### config.mk
export PLATFORM = sky130hd
export DESIGN_NAME = pipeline_stage_chain
export DESIGN_NICKNAME = d
export VERILOG_FILES = /design/src/rtl/pipeline_stage_chain.sv
export SDC_FILE = /design/constraint.sdc
export NUM_CORES = 1
export LEC_CHECK = 0
export ABC_AREA = 1
export BUFFER_PORTS_ARGS = -buffer_cell sky130_fd_sc_hd__clkbuf_2
export CAP_MARGIN = 20
export CORE_MARGIN = 2
export CORE_UTILIZATION = 51
export DETAILED_ROUTE_END_ITERATION = 8
export GPL_ROUTABILITY_DRIVEN = 0
export HOLD_SLACK_MARGIN = 0.06
export PLACE_DENSITY = 0.76
export SLEW_MARGIN = 20
export SYNTH_ARGS = -nofsm -noshare
export SYNTH_HDL_FRONTEND = slang
export SYNTH_SLANG_ARGS = --single-unit
### constraint.sdc
create_clock -name CLK -period 2.2 [get_ports CLK]
set_input_delay 0.22 -clock CLK [delete_from_list [all_inputs] [get_ports CLK]]
set_output_delay 0.22 -clock CLK [all_outputs]
set_load 0.005 [all_outputs]
### src/rtl/pipeline_stage_chain.sv
// pipeline_stage_chain
//   Chain of DEPTH elastic register stages with per-stage valid bits and a
//   combinational valid/ready backpressure path. Used as a stallable, flushable
//   delay line between multi-cycle datapath units.
//
//   Parameters
//     WIDTH        data width in bits (>= 1)
//     DEPTH        number of register stages (>= 1); nominal latency in cycles
//     RESET_VALUE  value loaded into every data register on Reset
//                  (zero-extended or truncated to WIDTH)
//
//   Ports
//     CLK        in   clock, all state updates on the rising edge
//     Reset      in   synchronous active-high reset, dominates flush
//     flush      in   synchronous clear of every stage valid bit
//     in_valid   in   upstream word present on in_data
//     in_data    in   upstream data
//     in_ready   out  chain accepts in_data this cycle (combinational)
//     out_valid  out  last stage holds a valid word
//     out_data   out  last stage data
//     out_ready  in   downstream accepts out_data this cycle
//     occupancy  out  registered count of valid stages (PIPE_OCCUPANCY_EN only)
//
//   Build option
//     PIPE_OCCUPANCY_EN  adds the occupancy port and its counter.
module pipeline_stage_chain #(
    parameter int unsigned WIDTH       = 16,
    parameter int unsigned DEPTH       = 2,
    parameter              RESET_VALUE = 16'h0
) (
    input  logic                         CLK,
    input  logic                         Reset,
    input  logic                         flush,
    input  logic                         in_valid,
    input  logic [WIDTH-1:0]             in_data,
    output logic                         in_ready,
    output logic                         out_valid,
    output logic [WIDTH-1:0]             out_data,
`ifdef PIPE_OCCUPANCY_EN
    input  logic                         out_ready,
    output logic [$clog2(DEPTH+1)-1:0]   occupancy
`else
    input  logic                         out_ready
`endif
);

    localparam logic [WIDTH-1:0] RESET_DATA = WIDTH'(RESET_VALUE);

    logic [WIDTH-1:0] data_q [DEPTH];
    logic [DEPTH-1:0] valid_q;
    logic [DEPTH-1:0] rdy_c;
    logic             rdy_acc_c;
    logic             in_fire_c;

    // Ready ripples from the output toward the input: a stage may load when the
    // stage after it can load or when it is itself empty. The running OR is kept
    // in a scalar so rdy_c never depends on its own bits.
    always_comb begin
        rdy_c          = '0;
        rdy_acc_c      = out_ready | ~valid_q[DEPTH-1];
        rdy_c[DEPTH-1] = rdy_acc_c;
        for (int unsigned k = 1; k < DEPTH; k++) begin
            rdy_acc_c            = rdy_acc_c | ~valid_q[DEPTH-1-k];
            rdy_c[DEPTH-1-k]     = rdy_acc_c;
        end
    end

    assign in_ready  = rdy_c[0] & ~flush & ~Reset;
    assign in_fire_c = in_valid & in_ready;

    // Valid bits: cleared by Reset or flush, otherwise shift where ready.
    always_ff @(posedge CLK) begin
        if (Reset || flush) begin
            valid_q <= '0;
        end else begin
            if (rdy_c[0]) begin
                valid_q[0] <= in_valid;
            end
            for (int unsigned i = 1; i < DEPTH; i++) begin
                if (rdy_c[i]) begin
                    valid_q[i] <= valid_q[i-1];
                end
            end
        end
    end

    // Data registers: only move real words, so an empty stage keeps its old
    // contents (RESET_VALUE after Reset) and flush leaves data untouched.
    always_ff @(posedge CLK) begin
        if (Reset) begin
            for (int unsigned i = 0; i < DEPTH; i++) begin
                data_q[i] <= RESET_DATA;
            end
        end else if (!flush) begin
            if (in_fire_c) begin
                data_q[0] <= in_data;
            end
            for (int unsigned i = 1; i < DEPTH; i++) begin
                if (rdy_c[i] && valid_q[i-1]) begin
                    data_q[i] <= data_q[i-1];
                end
            end
        end
    end

    assign out_valid = valid_q[DEPTH-1];
    assign out_data  = data_q[DEPTH-1];

`ifdef PIPE_OCCUPANCY_EN
    localparam int unsigned OCC_W = $clog2(DEPTH + 1);

    logic [OCC_W-1:0] occ_q;
    logic             out_fire_c;

    assign out_fire_c = valid_q[DEPTH-1] & out_ready;

    // Word count: up on accept without pop, down on pop without accept.
    always_ff @(posedge CLK) begin
        if (Reset || flush) begin
            occ_q <= '0;
        end else if (in_fire_c && !out_fire_c) begin
            occ_q <= occ_q + OCC_W'(1);
        end else if (!in_fire_c && out_fire_c) begin
            occ_q <= occ_q - OCC_W'(1);
        end
    end

    assign occupancy = occ_q;
`endif

endmodule

==> impl_metrics.env, run 1 <==
export IMPL_critPathMaxFanout=32
export IMPL_cp_required_ns=2.25
export IMPL_grt_overflow=0
export IMPL_yosys_area_share_simple=0.04241
export IMPL_post_synth_adder_cell_area=0
export IMPL_post_cts_resized=0
export IMPL_vias_per_std_cell=4.534
export IMPL_ff2ff_setup_slack_ns=0.70
export IMPL_yosysWarnings=0
export IMPL_design_die_area_sq_mm=0.003772
export IMPL_dpl_cell_count=198
export IMPL_syn_mean_instance_area_sq_um=12.36
export IMPL_final_cells=206
export IMPL_final_net_count=182
export IMPL_wl_per_cell_microns=11.20
export IMPL_slew_headroom=0.5546
export IMPL_detailedRoute_firstIterationViolations=18
export IMPL_floorplan_die_width_microns=61.42
export IMPL_cts_htree_levels=2
export IMPL_postPlaceCellArea_sq_mm=0.001754
export IMPL_globalRouteTotalUtil=0.1493
export IMPL_timing_setup_critical_path_class="register to register"
export IMPL_leakagePower_uw=0.0007821
export IMPL_synth_top_family_by_area="buffers and inverters"
export IMPL_post_dp_hpwl_mm=1.633
export IMPL_synthesis_area_sq_mm=0.001682
export IMPL_clock_sinks=34
export IMPL_route_final_wire_length_mm=2.307
export IMPL_insertedDiodeCount=0
export IMPL_synth_top_area_share=0.5714
export IMPL_finalMaxSlewViolations=0
export IMPL_cts_made_buffers=5
export IMPL_worstSkewPairLatency_ns=0.32
export IMPL_grt_first_pass_wirelength_mm=3.864
export IMPL_clkTransAtPathRegs_ns=0.09
export IMPL_power_per_cell_area_mw_per_mm2=654.2
export IMPL_fp_coreArea_sq_mm=0.003103
export IMPL_status="finished, final reports clean"
export IMPL_max_cap_viol_count=0
export IMPL_initial_utilization=0.5419
export IMPL_synth_cell_type_count=11
export IMPL_detail_route_antenna_nets=0
export IMPL_first_global_vias=832
export IMPL_ir_drop_uv=330.2
export IMPL_crit_path_start_kind="register"
export IMPL_buffer_ports_inserted=38
export IMPL_clock_tree_from_tritoncts="done"
export IMPL_hold_path_class="primary input to register"
export IMPL_ctsRootBufferMaster="sky130_fd_sc_hd__clkbuf_4"
export IMPL_timing_final_crit_share=0.6841
export IMPL_synth_fp_nets=157
export IMPL_post_cts_setup_repair_bufs=0
export IMPL_worst_clock_skew_ns=0.004014
export IMPL_ys_ff_latch=34
export IMPL_dr_total_vias=934
export IMPL_drc_errors=0
export IMPL_biggest_area_consumer_among_synthesized_cells="sky130_fd_sc_hd__edfxtp_1"
export IMPL_synth_compound_area_frac=0.1659
export IMPL_share_of_layout_cells_above_drive_strength_1=0.4815
export IMPL_final_core_utilization=0.5810
export IMPL_report_final_hold_viol_count=0
export IMPL_die_h_microns=61.42
export IMPL_xor_xnor_cell_area_share_of_the_yosys_netlist=0
export IMPL_max_freq_ghz=0.6645
export IMPL_drt_pass1_iter_count=4
export IMPL_cts_max_path_buffers=2
export IMPL_maximum_number_of_pins_on_one_net_before_global_route_repair=33
export IMPL_io_pins=39
export IMPL_synth_cells=136
export IMPL_max_slew_worst_pin_slew_ns=0.6665
export IMPL_tns_ns=0
export IMPL_rows=20
export IMPL_synthToLayoutAreaGrowth_pct=7.217
export IMPL_yosysSeqAreaShare=0.5952
export IMPL_min_period_ns=1.505
export IMPL_cts_hold_buffers_added=0
export IMPL_critical_path_endpoint_type="register"
export IMPL_netlist_top_cells_area="sky130_fd_sc_hd__edfxtp_1 57%, sky130_fd_sc_hd__a21oi_2 15%, sky130_fd_sc_hd__inv_1 8.5%, sky130_fd_sc_hd__buf_4 7.1%, sky130_fd_sc_hd__buf_6 4.0%"
export IMPL_final_setup_violation_count=0
export IMPL_finalInstanceArea_sq_mm=0.001803
export IMPL_synth_area_mux_share=0
export IMPL_antenna_found_initial=0
export IMPL_rsz0062_at_grt="no"
export IMPL_arrival_ns=1.56
## Yosys cell counts, drive strengths merged
| library cell | number |
|---|---|
| inv | 38 |
| a21oi | 34 |
| edfxtp | 32 |
| buf | 22 |
| nand2 | 4 |
| nand3 | 3 |
| dfxtp | 2 |
| nor2 | 1 |
## state kept, by name, summed over array words and instances (netlist names)
signal   cells
data_q      32
valid_q      2
## kinds of logic (layout without fill, tap and decap cells)
logic type,after synthesis,in the layout
compound gates,34,34
simple gates,8,8
buf+inv,60,86
flops,34,34
## area by class of cell
class                   count  area, sq um
multi-input cells          42        350.3
fillers                   264         1300
flip-flops and latches     34         1001
clock buffers               8        48.80
well taps                  44        55.05
inverters                  38        142.6
repair buffers             40        205.2
## through the flow
step	power (uW)	hold slack [ns]	worst slack, ns
finish	1180	0.1534	0.6950
global route	1248	0.1506	0.6113
CTS	1193	0.1384	0.7035
detailed placement	882.7	0.4901	0.6974
global placement	877.0	0.4847	0.7476
floorplan	858.1	0.3505	0.7471
## placed cells by master (no fill, tap or decap)
| cell type | synthesis | final |
|---|---|---|
| sky130_fd_sc_hd__inv_1 | 38 | 38 |
| sky130_fd_sc_hd__clkbuf_2 | 0 | 38 |
| sky130_fd_sc_hd__edfxtp_1 | 32 | 32 |
| sky130_fd_sc_hd__a21oi_2 | 29 | 29 |
| sky130_fd_sc_hd__a21oi_1 | 5 | 5 |
| sky130_fd_sc_hd__clkbuf_4 | 0 | 5 |
| sky130_fd_sc_hd__nand2_1 | 4 | 4 |
| sky130_fd_sc_hd__clkbuf_1 | 0 | 3 |
| sky130_fd_sc_hd__nand3_4 | 2 | 2 |
| sky130_fd_sc_hd__buf_4 | 16 | 2 |
| sky130_fd_sc_hd__dfxtp_1 | 2 | 2 |
| sky130_fd_sc_hd__nand3_2 | 1 | 1 |
| sky130_fd_sc_hd__nor2_4 | 1 | 1 |
## report_power, final
part / switching, uW / leakage, uW / internal, uW
sequential: 10.1 / 0.000349 / 747
combinational: 66.4 / 0.000407 / 42.3
clock: 186 / 0.0000265 / 127
total: 263 / 0.000782 / 917
## critical path: stages, from the launching register on
cell and delay, ns:
sky130_fd_sc_hd__dfxtp_1 0.43, sky130_fd_sc_hd__nand3_2 0.15, sky130_fd_sc_hd__nand3_4 0.09, sky130_fd_sc_hd__buf_4 0.42
sky130_fd_sc_hd__a21oi_1 0.14
## path summary, 6_finish.rpt
check | endpoint | start | depth (start not counted)
worst max-delay path | data_q[0][14] | valid_q[0] | 4
worst min-delay path | valid_q[0] | in_valid | 3
worst max register to register | data_q[0][14] | valid_q[0] | 4
worst min register to register | valid_q[1] | valid_q[0] | 2
## per-layer routing
metal	global-route usage	vias up	wire length, microns
met1	0.1936	427	1051
li1	-	470	-
met4	0.07903	0	27
met2	0.2128	35	1091
met3	0.06513	2	137
met5	0	-	0
No activity file was read; power rests on OpenSTA's default activity.
==> run 2: changes to the inputs <==
--- a/config.mk
+++ b/config.mk
@@ -5,7 +5,7 @@
 export SDC_FILE = /design/constraint.sdc
 export NUM_CORES = 1
 export LEC_CHECK = 0
-export ABC_AREA = 1
+export ABC_AREA = 0
 export BUFFER_PORTS_ARGS = -buffer_cell sky130_fd_sc_hd__clkbuf_2
 export CAP_MARGIN = 20
 export CORE_MARGIN = 2
==> constraint.sdc (replaced) <==
create_clock -name CLK -period 1.4 [get_ports CLK]
set_input_delay 0.14 -clock CLK [delete_from_list [all_inputs] [get_ports CLK]]
set_output_delay 0.14 -clock CLK [all_outputs]
set_load 0.005 [all_outputs]
==> run 2 against run 1 <==
Net effect:
- power rose by 64%
- sequential share of layout area fell by 8.1 points
- sequential cell count unchanged
- core utilization rose by 5.4 points
- critical path type is now register to output pin
- largest cell class unchanged
- synthesized area up 6.1%
- worst hold slack lost 0.045 ns
- final cell count shrank 11%
==> impl_metrics.env, run 2 <==
export IMPL_worst_setup_path_startpoint="valid_q[1]"
export IMPL_drc_errors=0
export IMPL_max_cap_viol_count=0
export IMPL_cts_htree_levels=2
export IMPL_yosysSeqAreaShare=0.5610
export IMPL_wl_per_cell_microns=15.68
export IMPL_final_core_utilization=0.6348
export IMPL_critPathCapture="in_ready"
export IMPL_floorplan_die_width_microns=63.15
export IMPL_detail_route_antenna_nets=0
export IMPL_clkTransAtPathRegs_ns=0.10
export IMPL_leakagePower_uw=0.0007698
export IMPL_drt_pass1_iter_count=4
export IMPL_startpoint_of_the_lowest_slack_register_to_register_path="valid_q[1]"
export IMPL_ff2ff_setup_slack_ns=0.02
export IMPL_synthesis_area_sq_mm=0.001784
export IMPL_nFillCells=256
export IMPL_antenna_found_initial=0
export IMPL_first_global_vias=965
export IMPL_netlist_top_cells_area="sky130_fd_sc_hd__edfxtp_1 54%, sky130_fd_sc_hd__nor4b_2 21%, sky130_fd_sc_hd__buf_4 6.7%, sky130_fd_sc_hd__buf_6 3.8%, sky130_fd_sc_hd__nor4b_4 2.7%"
export IMPL_synth_cells=105
export IMPL_syn_mean_instance_area_sq_um=16.99
export IMPL_rows=21
export IMPL_finalInstanceArea_sq_mm=0.002118
export IMPL_synth_cell_type_count=18
export IMPL_worstSkewPairLatency_ns=0.33
export IMPL_max_freq_ghz=0.7244
export IMPL_grt_first_pass_wirelength_mm=4.726
export IMPL_synth_ff_type="sky130_fd_sc_hd__edfxtp_1"
export IMPL_flip_flop_count_of_the_largest_register_all_copies_and_words_added=32
export IMPL_final_net_count=158
export IMPL_min_period_ns=1.381
export IMPL_buffer_ports_inserted=38
export IMPL_synthToLayoutAreaGrowth_pct=18.72
export IMPL_finalMaxSlewViolations=0
export IMPL_reg2reg_to="data_q[0][3]"
export IMPL_postPlaceCellArea_sq_mm=0.001913
export IMPL_hold_path_class="primary input to register"
export IMPL_crit_path_start_kind="register"
export IMPL_yosysWarnings=0
export IMPL_globalRouteTotalUtil=0.1622
export IMPL_tns_ns=0
export IMPL_ctsRootBufferMaster="sky130_fd_sc_hd__clkbuf_4"
export IMPL_grt_met1_usage=0.2033
export IMPL_largest_register="data_q"
export IMPL_share_of_layout_cells_above_drive_strength_1=0.7101
export IMPL_detailedRoute_firstIterationViolations=22
export IMPL_layout_common_cells="38 x sky130_fd_sc_hd__clkbuf_2, 32 x sky130_fd_sc_hd__edfxtp_1, 24 x sky130_fd_sc_hd__nor4b_2, 9 x sky130_fd_sc_hd__buf_4, 7 x sky130_fd_sc_hd__nor4b_4"
export IMPL_netlist_top_cells_count="32 x sky130_fd_sc_hd__edfxtp_1, 25 x sky130_fd_sc_hd__nor4b_2, 16 x sky130_fd_sc_hd__buf_4, 6 x sky130_fd_sc_hd__buf_6, 5 x sky130_fd_sc_hd__nor4b_1"
export IMPL_post_dp_hpwl_mm=1.754
export IMPL_report_final_hold_viol_count=0
export IMPL_dr_total_vias=978
export IMPL_timing_setup_critical_path_class="register to output pin"
export IMPL_maximum_number_of_pins_on_one_net_before_global_route_repair=33
export IMPL_cp_required_ns=1.26
export IMPL_clock_sinks=34
export IMPL_design_die_area_sq_mm=0.003987
export IMPL_ir_drop_uv=496.4
export IMPL_ys_ff_latch=34
export IMPL_timing_final_crit_share=0.9861
export IMPL_final_setup_violation_count=0
export IMPL_synth_top_area_share=0.5386
export IMPL_worst_clock_skew_ns=0.005101
export IMPL_power_per_cell_area_mw_per_mm2=913.2
export IMPL_grt_busiest_layer="met2"
export IMPL_met2_usage=0.2513
export IMPL_grt_overflow=0
export IMPL_cts_made_buffers=5
export IMPL_critical_path_endpoint_type="output pin"
export IMPL_die_h_microns=63.15
export IMPL_cts_max_path_buffers=2
export IMPL_critPathMaxFanout=6
export IMPL_io_pins=39
export IMPL_slew_headroom=0.7901
export IMPL_clock_tree_from_tritoncts="done"
export IMPL_synthArstFlopShare=0
export IMPL_insertedDiodeCount=0
export IMPL_initial_utilization=0.5347
export IMPL_layout_commonest_cell="sky130_fd_sc_hd__clkbuf_2"
export IMPL_route_final_wire_length_mm=2.885
export IMPL_grt_use_met3=0.05179
export IMPL_status="finished, final reports clean"
export IMPL_reg2reg_depth=3
export IMPL_vias_per_std_cell=5.315
export IMPL_fp_coreArea_sq_mm=0.003337
export IMPL_max_slew_worst_pin_slew_ns=0.3104
export IMPL_synth_edf_count=32
export IMPL_arrival_ns=1.24
export IMPL_reg_largest_list="data_q (32), valid_q (2)"
export IMPL_synth_fp_nets=126
export IMPL_biggest_area_consumer_among_synthesized_cells="sky130_fd_sc_hd__edfxtp_1"
export IMPL_rsz0062_at_grt="yes"
export IMPL_synthMostInstantiatedCell="sky130_fd_sc_hd__edfxtp_1"
==> run 2: changes by cell type after synthesis, moves of 3 or more <==
cell and change:
sky130_fd_sc_hd__inv_1 -36, sky130_fd_sc_hd__a21oi_1 -4, sky130_fd_sc_hd__nand2_1 -4, sky130_fd_sc_hd__nor4b_1 +5, sky130_fd_sc_hd__nor4b_2 +25, sky130_fd_sc_hd__a21oi_2 -29
sky130_fd_sc_hd__buf_2 +3
==> run 2: worst min-delay path by stage <==
| stage | startpoint | to | cells after the start |
|---|---|---|---|
| floorplan | in_valid | valid_q[0] | 1 |
| global placement | in_valid | valid_q[0] | 2 |
| detailed placement | in_valid | valid_q[0] | 2 |
| CTS | in_valid | valid_q[0] | 2 |
| global route | in_valid | valid_q[0] | 2 |
| finish | in_valid | valid_q[0] | 2 |
==> run 2: layout make-up <==
| type | count | area (sq um) | share of cell area |
|---|---|---|---|
| Clock inverter | 2 | 8.758 | 0.004135 |
| Inverter | 2 | 7.507 | 0.003544 |
| Clock buffer | 6 | 41.29 | 0.01949 |
| Sequential cell | 34 | 1003 | 0.4737 |
| Tap cell | 46 | 57.56 | 0.02717 |
| Timing Repair Buffer | 52 | 370.4 | 0.1748 |
| Multi-Input combinational cell | 42 | 629.4 | 0.2971 |
==> run 2: timing repair <==
item	4_1_cts	5_1_grt
resized for setup	3	9
setup buffers	6	0
endpoints found under the hold margin	0	0
cloned	1	0
setup endpoints to repair	1	11
hold buffers	0	0
pin swaps	1	3
==> run 2: kinds of logic after synthesis <==
| logic type | count (synthesis) | share of synthesized area |
|---|---|---|
| buffers and inverters | 29 | 0.1403 |
| AO/OA/AOI/OAI | 4 | 0.01753 |
| flip-flops | 34 | 0.5610 |
| AND/OR/NAND/NOR | 38 | 0.2812 |
==> run 2: power by group <==
part	leakage [uW]	switching, uW	internal (uW)
combinational	0.000386	120	124
clock	0.0000297	313	188
sequential	0.000354	14.9	1170
total	0.000770	448	1490
==> run 2: per-layer routing <==
layer / wire length, microns / vias up
li1: - / 455
met1: 1176 / 484
met2: 1462 / 34
met3: 162 / 5
met4: 83 / 0
met5: 0 / -
==> run 2: worst max-delay path, cell delays in order, from the launching register on <==
cell and delay (ns):
sky130_fd_sc_hd__dfxtp_2 0.33, sky130_fd_sc_hd__and3b_2 0.25, sky130_fd_sc_hd__buf_12 0.15, sky130_fd_sc_hd__nor2_4 0.06, sky130_fd_sc_hd__clkbuf_2 0.11
==> run 2: stage by stage <==
step | setup WS (ns) | total power [uW] | hold WS [ns] | cells
floorplan | -0.01693 | 1379 | 0.2819 | 105
global placement | 0.1633 | 1428 | 0.4395 | 169
detailed placement | 0.03831 | 1436 | 0.4493 | 169
CTS | 0.001412 | 1938 | 0.09646 | 184
global route | -0.04412 | 2017 | 0.1028 | 184
finish | 0.01948 | 1934 | 0.1084 | 184
